<file path="config.mk">
export PLATFORM = sky130hd
export DESIGN_NAME = spike_rate_decoder_flat
export DESIGN_NICKNAME = d
export VERILOG_FILES = /design/src/rtl/spike_decoder_pkg.sv /design/src/rtl/spike_rate_decoder_if.sv /design/src/rtl/spike_isi_timer.sv /design/src/rtl/spike_rate_decoder.sv /design/src/flat_wrapper.sv
export SDC_FILE = /design/constraint.sdc
export NUM_CORES = 1
export LEC_CHECK = 0
export BUFFER_PORTS_ARGS = -buffer_cell sky130_fd_sc_hd__buf_4
export CORE_MARGIN = 1.5
export CORE_UTILIZATION = 35
export DETAILED_ROUTE_END_ITERATION = 6
export HOLD_SLACK_MARGIN = 0.05
export SKIP_CTS_REPAIR_TIMING = 1
export SLEW_MARGIN = 20
export SYNTH_ARGS = -nofsm -noshare
export SYNTH_HDL_FRONTEND = slang
export SYNTH_SLANG_ARGS = --single-unit
</file>
<file path="constraint.sdc">
create_clock -name clk -period 3.8 [get_ports clk]
set_clock_uncertainty 0.1 [all_clocks]
set_input_delay 0.38 -clock clk [delete_from_list [all_inputs] [get_ports clk]]
set_output_delay 0.38 -clock clk [all_outputs]
set_load 0.05 [all_outputs]
</file>
<file path="src/rtl/spike_decoder_pkg.sv">
// Shared types and helpers for the spike rate decoder: FSM state encoding,
// default counter width and the saturating increment used by both counters.
package spike_decoder_pkg;

  localparam int COUNT_W_DEF = 8;

  localparam logic [0:0] IDLE_ENC  = 1'b0;
  localparam logic [0:0] COUNT_ENC = 1'b1;

  typedef enum logic [0:0] {
    IDLE  = IDLE_ENC,
    COUNT = COUNT_ENC
  } state_e;

  // Adds inc to val but never exceeds 2^width-1; width is expected to be < 32.
  function automatic logic [31:0] sat_inc(input logic [31:0] val,
                                          input logic        inc,
                                          input int unsigned width);
    logic [31:0] max_val;
    max_val = (32'd1 << width) - 32'd1;
    if (inc && (val < max_val)) return val + 32'd1;
    return val;
  endfunction

endpackage

</file>
<file path="src/rtl/spike_rate_decoder_if.sv">
// Bundle between a spike source / host and the spike rate decoder.
interface spike_rate_decoder_if #(
  parameter int WINDOW_W = 8,
  parameter int COUNT_W  = 8
) ();

  // Handshake: no back-pressure. en/spike/window_len are sampled every rising
  // edge; rate_valid and isi_valid are single-cycle strobes that mark the cycle
  // in which rate/isi take a new value, and must be consumed in that cycle.
  logic                en;
  logic                spike;
  logic [WINDOW_W-1:0] window_len;
  logic [COUNT_W-1:0]  rate;
  logic                rate_valid;
  logic [COUNT_W-1:0]  isi;
  logic                isi_valid;

  modport master (
    output en, spike, window_len,
    input  rate, rate_valid, isi, isi_valid
  );

  modport slave (
    input  en, spike, window_len,
    output rate, rate_valid, isi, isi_valid
  );

endinterface

</file>
<file path="src/rtl/spike_isi_timer.sv">
// Inter-spike interval timer: counts cycles since the last spike and reports
// the interval on every spike after the first one since enable.
module spike_isi_timer
  import spike_decoder_pkg::*;
#(
  parameter int COUNT_W = COUNT_W_DEF
) (
  input  logic               clk,
  input  logic               rst,
  input  logic               en,
  input  logic               spike,
  output logic [COUNT_W-1:0] isi,
  output logic               isi_valid
);

  logic [COUNT_W-1:0] int_cnt_q;
  logic               armed_q;
  logic [COUNT_W-1:0] isi_q;
  logic               isi_valid_q;

  // The counter restarts at 1 on a spike so back-to-back spikes report 1.
  always_ff @(posedge clk or posedge rst) begin
    if (rst) begin
      int_cnt_q   <= '0;
      armed_q     <= 1'b0;
      isi_q       <= '0;
      isi_valid_q <= 1'b0;
    end else begin
      isi_valid_q <= 1'b0;
      if (!en) begin
        armed_q   <= 1'b0;
        int_cnt_q <= '0;
      end else if (spike) begin
        if (armed_q) begin
          isi_q       <= int_cnt_q;
          isi_valid_q <= 1'b1;
        end
        armed_q   <= 1'b1;
        int_cnt_q <= COUNT_W'(1);
      end else begin
        int_cnt_q <= COUNT_W'(sat_inc(32'(int_cnt_q), 1'b1, COUNT_W));
      end
    end
  end

  assign isi       = isi_q;
  assign isi_valid = isi_valid_q;

endmodule

</file>
<file path="src/rtl/spike_rate_decoder.sv">
// Spike-train decoder: windowed firing-rate counter plus an optional ISI timer
// (compiled in with SPIKE_RATE_DECODER_ISI_EN).
module spike_rate_decoder
  import spike_decoder_pkg::*;
#(
  parameter int WINDOW_W = 8,
  parameter int COUNT_W  = COUNT_W_DEF
) (
  input  logic       clk,
  input  logic       rst,
  spike_rate_decoder_if.slave bus,
  output logic [0:0] state_dbg
);

  state_e              state_q;
  logic [WINDOW_W-1:0] win_cnt_q;
  logic [COUNT_W-1:0]  spike_cnt_q;
  logic [COUNT_W-1:0]  rate_q;
  logic                rate_valid_q;
  logic [COUNT_W-1:0]  cnt_next;

  assign cnt_next = COUNT_W'(sat_inc(32'(spike_cnt_q), bus.spike, COUNT_W));

  // win_cnt_q holds remaining cycles minus one, so window_len=0 wraps to the
  // full 2^WINDOW_W window without an extra counter bit.
  always_ff @(posedge clk or posedge rst) begin
    if (rst) begin
      state_q      <= IDLE;
      win_cnt_q    <= '0;
      spike_cnt_q  <= '0;
      rate_q       <= '0;
      rate_valid_q <= 1'b0;
    end else begin
      rate_valid_q <= 1'b0;
      if (!bus.en) begin
        state_q     <= IDLE;
        win_cnt_q   <= '0;
        spike_cnt_q <= '0;
      end else begin
        case (state_q)
          IDLE: begin
            state_q     <= COUNT;
            win_cnt_q   <= bus.window_len - WINDOW_W'(1);
            spike_cnt_q <= '0;
          end
          COUNT: begin
            if (win_cnt_q == '0) begin
              rate_q       <= cnt_next;
              rate_valid_q <= 1'b1;
              spike_cnt_q  <= COUNT_W'(bus.spike);
              win_cnt_q    <= bus.window_len - WINDOW_W'(1);
            end else begin
              win_cnt_q   <= win_cnt_q - WINDOW_W'(1);
              spike_cnt_q <= cnt_next;
            end
          end
          default: state_q <= IDLE;
        endcase
      end
    end
  end

  assign bus.rate       = rate_q;
  assign bus.rate_valid = rate_valid_q;
  assign state_dbg      = state_q;

`ifdef SPIKE_RATE_DECODER_ISI_EN
  spike_isi_timer #(
    .COUNT_W (COUNT_W)
  ) u_isi (
    .clk       (clk),
    .rst       (rst),
    .en        (bus.en),
    .spike     (bus.spike),
    .isi       (bus.isi),
    .isi_valid (bus.isi_valid)
  );
`else
  assign bus.isi       = '0;
  assign bus.isi_valid = 1'b0;
`endif

endmodule
</file>
<file path="src/flat_wrapper.sv">
// flat-port wrapper written by rule: the top's interface ports become plain ports
module spike_rate_decoder_flat import spike_decoder_pkg::*;
#(
  parameter int WINDOW_W = 8,
  parameter int COUNT_W  = COUNT_W_DEF
)
  (clk, rst, state_dbg, bus_en, bus_spike, bus_window_len, bus_rate, bus_rate_valid, bus_isi, bus_isi_valid);
  spike_rate_decoder_if #(.WINDOW_W(WINDOW_W), .COUNT_W(COUNT_W)) bus_i ();
  input  logic clk;
  input  logic rst;
  output logic [0:0] state_dbg;
  input wire logic [$bits(bus_i.en)-1:0] bus_en;
  input wire logic [$bits(bus_i.spike)-1:0] bus_spike;
  input wire logic [$bits(bus_i.window_len)-1:0] bus_window_len;
  output wire logic [$bits(bus_i.rate)-1:0] bus_rate;
  output wire logic [$bits(bus_i.rate_valid)-1:0] bus_rate_valid;
  output wire logic [$bits(bus_i.isi)-1:0] bus_isi;
  output wire logic [$bits(bus_i.isi_valid)-1:0] bus_isi_valid;
  assign bus_i.en = bus_en;
  assign bus_i.spike = bus_spike;
  assign bus_i.window_len = bus_window_len;
  assign bus_rate = bus_i.rate;
  assign bus_rate_valid = bus_i.rate_valid;
  assign bus_isi = bus_i.isi;
  assign bus_isi_valid = bus_i.isi_valid;
  spike_rate_decoder #(.WINDOW_W(WINDOW_W), .COUNT_W(COUNT_W)) u_core (.clk(clk), .rst(rst), .bus(bus_i), .state_dbg(state_dbg));
endmodule
</file>
-- Word-level counts from Yosys, hierarchy flattened
Cells that the tools add are included.
Widths: inputs -> output; s select.
- bitwise logic cells: 1
- magnitude comparators: 1
- multiplexer cells: 13
- reduce and logical (&&, ||, !) cells: 3
- add/subtract/negate cells: 3
- operators by type and width (kind ; number):
    $mux 8 ; 6
    $pmux 8 s2 ; 2
    $sub 8x1->8 const B ; 2
    $add 8x1->8 const B ; 1
    $logic_not 8->1 ; 1
    $lt 8x8->1 const B ; 1
    $mux 1 ; 5
    $reduce_and 3->1 ; 1
    $logic_and 1x1->1 ; 1
    $not 1->1 ; 1
- logic and storage cells: 26
- bits in registers: 26
- output and inout bits: 19
- bits of input ports: 12

-- Depth between registers and ports, before layout
- depth in word-level cells: 7
- mapped depth: 9
- depth with buffers taken out: 6

-- Worst setup path after synthesis
No wires, ideal clock.
- path kind: register -> register
- from: register u_core.win_cnt_q[0]
- to: register u_core.rate_q[7] (netlist: u_core.bus.rate[7])
- library setup time: 0.121 ns
- arrival: 1.949 ns
- stages on the path, launching flop included: 10
- buffers on the path: 3
- period minus slack after synthesis: 2.171 ns
- required time: 3.579 ns
- path slack: 1.629 ns
- path through: dfrtp_1 inv_1 ha_1 or3b_1 buf_2 or4_4 buf_6 buf_6 nand2_1 o21ai_2
- longest elaborated chain between the ends: 2
- RTL lines (item ; line ; RTL):
    start, declared ; spike_rate_decoder.sv:16 ; logic [WINDOW_W-1:0] win_cnt_q;
    start signal, assigned ; spike_rate_decoder.sv:43 ; win_cnt_q <= bus.window_len - WINDOW_W'(1);
    start signal, assigned ; spike_rate_decoder.sv:51 ; win_cnt_q <= bus.window_len - WINDOW_W'(1);
    start signal, assigned ; spike_rate_decoder.sv:53 ; win_cnt_q <= win_cnt_q - WINDOW_W'(1);
    $logic_not 8->1 ; spike_rate_decoder.sv:47 ; if (win_cnt_q == '0) begin
    $reduce_and 3->1 (no source line) ; - ;
    end signal, assigned ; spike_rate_decoder.sv:48 ; rate_q <= cnt_next;
    end, declared ; spike_rate_decoder.sv:18 ; logic [COUNT_W-1:0] rate_q;
Every way passes these cells.
A chain may end at the register's enable or synchronous reset.

-- Worst setup path in the final report
- from: register u_core.win_cnt_q[0]
- to: register u_core.spike_cnt_q[0]
- longest elaborated chain between the ends: 4
- RTL lines (item ; line ; RTL):
    $logic_not 8->1 ; spike_rate_decoder.sv:47 ;
    $mux 8 ; spike_rate_decoder.sv:47 ;
    $pmux 8 s2 ; spike_rate_decoder.sv:40 ; case (state_q)
    $mux 8 ; spike_rate_decoder.sv:35 ; if (!bus.en) begin
    end signal, assigned ; spike_rate_decoder.sv:50 ; spike_cnt_q <= COUNT_W'(bus.spike);
    end signal, assigned ; spike_rate_decoder.sv:54 ; spike_cnt_q <= cnt_next;
    end, declared ; spike_rate_decoder.sv:17 ; logic [COUNT_W-1:0] spike_cnt_q;
Every way passes these cells.

==> run summary <==
critical path's top delay family: compound AO/OA/AOI/OAI gates
CTS sink cnt: 26
Avg Inst Size Synth: 9.562 um^2
status: completed
Slew Limit Headroom: 36.91%
post-synthesis sequential area ratio: 45.98%
DP HPWL: 2013 um
Starting Density: 37.52%
R2R Path Start: u_core.win_cnt_q[0]$_DFF_PP0_
Total Wirelength: 2538 um
Avg Vias per Cell: 4.879
Post-route DRC: 0
VDD IR-drop max: 0.1538 mV
Storage cell area: 650.6 um^2
area occupied by multi-input gates: 663.1 um^2
Bufs and invs on worst path: 1
Iter 0 DRT Violations: 31
wire per inst: 11.86 um
Port Buffers: 21
Core Rows: 22
Clk pin slew, worst setup/hold paths: 80 ps
Max Cap Violations: 0
largest net degree at the start of global routing: 27
post-synthesis cell count: 148
Yosys top cell area share: 45.98%
root buf cell: clkbuf_8
RePlAce Congestion: 0.8030
nets@finish: 183
Total Routing Usage GR: 12.55%
number of CTS-inserted buffers: 3
Post-Layout Cell Count: 214
Initial DRT Pass Iterations: 4
Switching Share: 31.52%
Final Cycle Share: 65.83%
crit path cell chain: inv_1 > ha_1 > or3b_1 > o31ai_2 > or2_2 > o21ai_0
async set-reset flop share out of synthesis: 100.0%
PwrDens: 383.5 nW/um^2
Final Max Tran Viols: 0
Post-Route Setup TNS: 0 ps
Ys Warns: 0
Worst Path Arrival: 2540 ps
Post-Syn Area: 1415 um^2
hold path startpoint: bus_en
WS Path Type: flip-flop to flip-flop
number of flops mapped to enable cells by yosys: 0
Die W: 66.59 um
gr ovfl total: 0
first-pass GRT wire length: 4278 um
Yosys reg bits: 26
crit start category: flip-flop
endpoints failing hold: 0
post-layout util: 42.40%
CTS tree: built
initial antenna violation count: 0
most instantiated cells after synthesis: dfrtp_1, nand2_1, nor2_1, buf_4, inv_1
largest area contributor in the netlist: dfrtp_1
layout cells sized above 1: 18.07%
internal power: 419.9 uW
CORE AREA: 3771 um^2
# H-tree levels: 1
area delta synth->final: 13.00%
RSZ-0062 raised after global routing: false
Final setup viols: 0
I/O pin count: 31
most common cell in the netlist: dfrtp_1
Slowest-stage cell, CP: o31ai_2
Die Y-Extent: 66.59 um
slowest stage delay, CP: 700 ps
CP Capture Type: flip-flop
ant diodes: 0
leak pwr: 0.0007392 uW
worst setup path startpoint: u_core.win_cnt_q[0]$_DFF_PP0_
die area: 4434 um^2
fill count: 389
Req. time, crit path: 3840 ps
Fmax: 399.8 MHz
Top FF cell, synth: dfrtp_1
Longest Clk Path Bufs: 2
clock share of power: 23.7%
Comb pwr share: 25.6%
Clock Latency Late Sink: 260 ps
CP max FO: 12
DP Cell Count: 211
crit path time final: 2502 ps
ranking of synthesized cells by area: dfrtp_1, buf_4, nand2_1
Sw Pwr: 193.3 uW
DRT antenna net count: 0
register share of total power: 50.7%
distinct cell type count after synthesis: 39
vias in the first global route: 991
DR vias: 1044
Hold Crit Class: input port to flip-flop
Slew @ Worst Pin: 945.3 ps
placed cells by master, fill, tap and decap left out:
| cell type | Yosys | layout |
|---|---|---|
| or3b_1 | 1 | 1 |
| clkbuf_8 | 0 | 3 |
| o22ai_1 | 2 | 2 |
| ha_1 | 3 | 3 |
| mux2_2 | 1 | 1 |
| and4_1 | 1 | 1 |
| nand2_1 | 17 | 17 |
| a211oi_1 | 3 | 3 |
| nor3_1 | 2 | 2 |
| a221oi_1 | 1 | 1 |
| nor4_1 | 3 | 3 |
| o21a_1 | 1 | 1 |
| conb_1 | 1 | 9 |
| buf_4 | 9 | 21 |
| nand2b_1 | 1 | 1 |
| o21ai_1 | 6 | 6 |
| o21ai_0 | 6 | 6 |
| or4_4 | 1 | 1 |
| o31ai_1 | 1 | 1 |
| nor3b_1 | 1 | 1 |
| mux2i_1 | 5 | 5 |
| or2_2 | 1 | 1 |
| nand4_1 | 2 | 2 |
| inv_1 | 7 | 7 |
| o21ai_2 | 2 | 2 |
| o211ai_1 | 1 | 1 |
| and3_1 | 1 | 1 |
| or4_1 | 2 | 2 |
| o31a_1 | 1 | 1 |
| a311oi_1 | 1 | 1 |
| dfrtp_1 | 26 | 26 |
| xnor2_1 | 5 | 5 |
| o31ai_2 | 1 | 1 |
| xor2_1 | 5 | 5 |
| nor2_1 | 16 | 16 |
| a21o_1 | 1 | 1 |
| nand3_1 | 4 | 4 |
| or3_1 | 1 | 1 |
registers in the layout (all words and copies together), names as in the netlist:
| name | count |
|---|---|
| u_core.bus.rate_valid | 1 |
| u_core.win_cnt_q | 8 |
| u_core.state_dbg | 1 |
| u_core.bus.rate | 8 |
| u_core.spike_cnt_q | 8 |
area by class of cell:
type                            count  share of cell area [%]
Tap cell                           48                   3.756
Inverter                            7                   1.643
Sequential cell                    26                   40.69
Clock buffer                        3                   2.582
Multi-Input combinational cell    109                   41.47
Timing Repair Buffer               21                   9.859
worst register-to-register path: cells and delay by family (launching register included):
family | cells | cell delay (ps)
fa+ha+maj | 1 | 190
compound gates | 2 | 830
simple gates | 2 | 800
buf+inv | 1 | 80
flops | 1 | 390
kinds of logic (layout without fill, tap and decap cells):
logic type / Yosys count / after routing / share of synthesized area (%)
AND/OR/NAND/NOR: 54 / 54 / 18.48
AO/OA/AOI/OAI: 27 / 27 / 12.82
flip-flops: 26 / 26 / 45.98
buffers and inverters: 21 / 31 / 9.283
XOR/XNOR: 10 / 10 / 6.189
multiplexers: 6 / 6 / 4.333
adder cells (fa/ha/maj): 3 / 3 / 2.653
other: 1 / 9 / 0.2650
layer usage:
layer  up-vias  GRT usage, %  share of wire (%)
li1        529             -                  -
met1       488         15.21                 45
met4         0         3.827               0.55
met3         2         2.872                4.1
met2        25         22.00                 50
met5         -             0                  0
final timing paths:
check	to	slack [ps]	cells past startpoint
max in group asynchronous	u_core.win_cnt_q[3]$_DFF_PP0_	2790	2
min reg2reg	u_core.bus.rate[0]$_DFFE_PP0P_	380	2
min	u_core.state_dbg$_DFF_PP0_	150	1
max	u_core.spike_cnt_q[0]$_DFF_PP0_	1300	6
min in group asynchronous	u_core.win_cnt_q[4]$_DFF_PP0_	230	2
max reg2reg	u_core.spike_cnt_q[0]$_DFF_PP0_	1300	6
power by group through the flow:
stage          combinational [uW]  sequential [uW]  clock (uW)
2_1_floorplan                 103              342           0
3_3_place_gp                  156              316           0
3_5_place_dp                  159              317           0
4_1_cts                       159              311         154
5_1_grt                       173              314         163
6_report                      157              311         145
per-stage QoR:
step	area, um^2	setup slack (ps)	total power [uW]	hold WS (ps)
4_1_cts	1599	1339	624.3	148.9
5_1_grt	1599	1174	649.6	146.4
2_1_floorplan	1445	1629	444.2	311.4
6_report	1599	1298	613.3	154.7
3_5_place_dp	1558	1345	475.6	369.9
3_3_place_gp	1558	1431	471.9	364.0
No activity file was read; power rests on OpenSTA's default activity.
